**src/rtl/div_restoring_seq.sv**
```systemverilog
// Sequential unsigned restoring divider for the ALU datapath.
// One quotient bit per clock; done pulse and divide-by-zero flag.
module div_restoring_seq #(
  parameter int WIDTH = 8
) (
  input  logic             clk,
  input  logic             rst,
  input  logic             startdiv,
  input  logic [WIDTH-1:0] a,
  input  logic [WIDTH-1:0] b,
  output logic [WIDTH-1:0] q,
  output logic [WIDTH-1:0] r,
  output logic             busy,
  output logic             done,
  output logic             div0
);

  localparam int CW = (WIDTH > 1) ? $clog2(WIDTH) : 1;

  typedef enum logic [1:0] {
    IDLE,
    RUN,
    FIN
  } state_t;

  state_t           state;
  logic [WIDTH-1:0] dvd;
  logic [WIDTH-1:0] dvs;
  logic [WIDTH-1:0] rem;
  logic [WIDTH-1:0] quo;
  logic [CW-1:0]    cnt;

  logic [WIDTH:0]   shf;
  logic [WIDTH:0]   trial;
  logic             qbit;
  logic [WIDTH-1:0] rem_nx;
  logic [WIDTH-1:0] quo_nx;
  logic             last;

  // Restore is implicit: a negative trial keeps the shifted value.
  always_comb begin
    shf    = {rem, dvd[WIDTH-1]};
    trial  = shf - {1'b0, dvs};
    qbit   = ~trial[WIDTH];
    rem_nx = qbit ? trial[WIDTH-1:0]
                  : shf[WIDTH-1:0];
    quo_nx = {quo[WIDTH-2:0], qbit};
    last   = (cnt == CW'(WIDTH - 1));
  end

  always_ff @(posedge clk or negedge rst) begin
    if (!rst) begin
      state <= IDLE;
      dvd   <= '0;
      dvs   <= '0;
      rem   <= '0;
      quo   <= '0;
      cnt   <= '0;
      q     <= '0;
      r     <= '0;
      busy  <= 1'b0;
      done  <= 1'b0;
      div0  <= 1'b0;
    end else begin
      unique case (state)
        IDLE: begin
          done <= 1'b0;
          if (startdiv) begin
            if (b == '0) begin
              q    <= '1;
              r    <= a;
              div0 <= 1'b1;
              done <= 1'b1;
            end else begin
              dvd   <= a;
              dvs   <= b;
              rem   <= '0;
              quo   <= '0;
              cnt   <= '0;
              busy  <= 1'b1;
              state <= RUN;
            end
          end
        end
        RUN: begin
          rem <= rem_nx;
          quo <= quo_nx;
          dvd <= dvd << 1;
          cnt <= cnt + CW'(1);
          if (last) begin
            q     <= quo_nx;
            r     <= rem_nx;
            div0  <= 1'b0;
            done  <= 1'b1;
            busy  <= 1'b0;
            state <= FIN;
          end
        end
        FIN: begin
          done  <= 1'b0;
          state <= IDLE;
        end
        default: state <= IDLE;
      endcase
    end
  end

endmodule

```
**config.mk**
```make
export PLATFORM = sky130hd
export DESIGN_NAME = div_restoring_seq
export DESIGN_NICKNAME = d
export VERILOG_FILES = /design/src/rtl/div_restoring_seq.sv
export SDC_FILE = /design/constraint.sdc
export NUM_CORES = 1
export LEC_CHECK = 0
export CORE_UTILIZATION = 51
export CTS_BUF_LIST = sky130_fd_sc_hd__clkbuf_8
export DETAILED_ROUTE_END_ITERATION = 6
export PLACE_DENSITY = 0.82
export SYNTH_ARGS = -nofsm -noshare
export SYNTH_HDL_FRONTEND = slang
export SYNTH_SLANG_ARGS = --single-unit
```
**constraint.sdc**
```tcl
create_clock -name clk -period 2.65 [get_ports clk]
set_clock_uncertainty 0.1 [all_clocks]
set_input_delay 0.53 -clock clk [delete_from_list [all_inputs] [get_ports clk]]
set_output_delay 0.53 -clock clk [all_outputs]
set_load 0.005 [all_outputs]
```
==> impl_metrics.yaml <==
logic_synthesis:
  synthFlopType: "dfrtp_1"
  synth_cells: 305
  synth_cell_types: 38
  ys_async_sr_fraction_pct: 100
  syn_nets: 339
  yosysWarnings: 0
  avgSynthCellArea_um2: 9.29
  yosys.area.top_type_share_pct: 48.6
  synth_seq_cells: 55
  synth_edf_count: 0
  ys_seq_area_share_pct: 48.6
  synthDominantAreaCellType: "dfrtp_1"
  yosys-top-cells-area: "dfrtp_1 49%, o21ai_0 9.0%, nand2_1 6.8%"
  synth_area_um2: 2830
layout:
  layout.nets: 391
  drive_above_1_share_pct: 15.4
  design_area_um2: 3630
  area_delta_synth_final_pct: 28.2
  diodes: 0
  stdcell_count: 428
power:
  pwr_density_cell_nw_per_um2: 1310
  p_leak_uw: 0.00157
  fin_total_pwr_uw: 4760
  vdd_ir_drop_max_uv: 682
clock_network:
  cts.htree.levels: 2
  clock_tree.root_cell: "clkbuf_8"
  cts_tree: "done"
  cts_hold_buf: 0
  cts_buffers: 5
  clk_path_buf_depth: 2
  clk_latency_ns: 0.31
  path_clk_slew_ns: 0.11
  cts.sinks: 55
global_routing:
  overflow: 0
  grt_first_pass_wirelength_mm: 10.2
  antenna_found_initial: 0
  grtUsageMet2_pct: 35.0
  grt_util_met1_pct: 30.1
  track_usage_pct: 21.7
  top_usage_layer: "met2"
  met3_usage_pct: 3.95
  grt_max_degree: 44
  grt_pass1_vias: 2142
setup_path:
  worst_path_most_repeated_cell: "inv_2"
  cp.required_ns: 2.74
  cp.arrival_ns: 2.76
  max_stage_delay_ns: 0.40
  cp_slowest_cell: "dfrtp_1"
  crit_fanout: 5
  end_kind: "register"
  timing.critical_path.buf_inv: 3
  path_class: "register to register"
  critical_path.top_delay_family: "simple AND/OR/NAND/NOR gates"
  crit_path_start_kind: "register"
  worstPathCellList: "inv_2, ha_4, inv_2, fa_2, a211oi_2, o31ai_2, and4b_1, or3_4, buf_6, mux2i_2, o21ai_1"
floorplan:
  die_w_um: 76.5
  coreArea_um2: 5240
  start_util_pct: 54.1
  io_pins: 38
  dieArea_um2: 5860
  num_rows: 26
  dieHeight_um: 76.5
detailed_routing:
  viasPerCell: 5.28
  wl_per_cell_um: 13.9
  vias: 2261
  firstDrtPassIters: 4
  drtIter0Drc: 149
  drc_errors: 0
  ant_nets: 0
  routed_wl_mm: 5.96
sta:
  max_freq_ghz: 0.376
  hold_viol: 0
  worst_pin_slew_ns: 0.707
  whs_ns: 0.150
  finalMaxSlewViolations: 0
  max-slew-margin-rel_pct: 52.9
  setup_slack_ns: -0.0103
  setup_violations: 2
  period_share_pct: 100
  period_needed_ns: 2.66
  rsz0062_at_grt: "true"
run:
  cap_viol_max_count: 0
placement:
  io_buffers: 37
  dp.cells: 414
  place_hpwl_mm: 4.12
  post_dp_cell_area_um2: 3380
  place_congestion: 0.812
status:
  violations: "negative setup slack"
  status: "finished, violations left"
hold_path:
  hp-class: "primary input to async pin"
==> cells in the final DEF, fill, tap and decap left out, types with 5 or more instances in the layout <==
master,synthesis,routed
nor2_1,20,19
a31oi_1,9,9
nand2_1,51,51
ha_1,14,13
clkbuf_8,0,5
inv_1,27,25
a21oi_1,7,7
clkdlybuf4s50_1,0,36
o21ai_1,0,10
o21ai_0,51,40
buf_4,0,17
dfrtp_1,55,55
mux2i_1,14,8
==> logic make-up (layout without fill, tap and decap cells) <==
kind of cell	after synthesis	in the layout	share of synthesized area (%)
xor gates and xnor gates	4	4	1.24
DFF	55	55	48.6
and+or+nand+nor	91	91	13.9
adders and majority gates	15	15	6.89
muxes	17	17	6.27
AOI/OAI and AO/OA	83	83	17.6
buffers and inverters	40	93	5.56
==> final timing paths <==
path	end	cells after the start	slack, ns	startpoint
worst min register to register	dvd[5]	2	0.39	dvd[5]
min in group clk	dvd[5]	2	0.39	dvd[5]
worst max-delay path	rem[7]	11	-0.01	dvd[7]
worst min-delay path	q[2]	1	0.15	rst
worst max register to register	rem[7]	11	-0.01	dvd[7]
max in group asynchronous	r[4]	2	1.63	rst
==> where the power goes <==
part / switching [uW] / internal (uW)
combinational: 1440 / 1390
clock: 289 / 285
sequential: 208 / 1150
==> cells in the mapped netlist, types with 2 or more instances <==
master	number
a21oi_1	7
a31oi_1	9
clkbuf_1	11
dfrtp_1	55
ha_1	14
inv_1	27
mux2_2	2
mux2i_1	14
nand2_1	51
nand2b_1	4
nor2_1	20
nor2b_1	4
nor3_1	3
nor4_1	3
o21a_1	2
o21ai_0	51
o21ai_2	2
o22ai_1	2
o31ai_2	2
or3_1	2
xor2_1	3
==> registers in the layout, summed over array words and instances (netlist names) <==
name	flops
busy	1
cnt	3
div0	1
done	1
dvd	8
dvs	8
q	8
quo	7
r	8
rem	8
state	2
==> what timing repair did <==
item | CTS | global route
endpoints found under the setup margin | 17 | 17
gates resized for setup | 25 | 5
cloned | 0 | 0
setup buffers | 3 | 3
pin swaps | 11 | 6
==> metrics by stage <==
stage | utilization (%) | setup WS [ns] | setup TNS [ns]
finish | 69.4 | -0.0103 | -0.0128
global route | 69.4 | -0.107 | -0.944
CTS | 68.4 | -0.0326 | -0.292
detailed placement | 64.6 | -0.170 | -1.69
global placement | 64.6 | -0.0238 | -0.162
floorplan | - | 0.0220 | 0
==> per-layer routing <==
metal / vias up / routed length (um) / share of wire [%]
met1: 1064 / 2840 / 48
met2: 56 / 2850 / 48
met4: 0 / 40 / 0.67
met5: - / 0 / 0
met3: 4 / 226 / 3.8
li1: 1137 / - / -
==> cell type report <==
type / count / area [um2]
Inverter: 27 / 101
Multi-Input combinational cell: 210 / 1400
Fill cell: 395 / 1610
Timing Repair Buffer: 58 / 556
Tap cell: 70 / 87.6
Clock buffer: 5 / 68.8
Sequential cell: 55 / 1380
Clock inverter: 3 / 46.3
(Power assumes the default switching activity.)
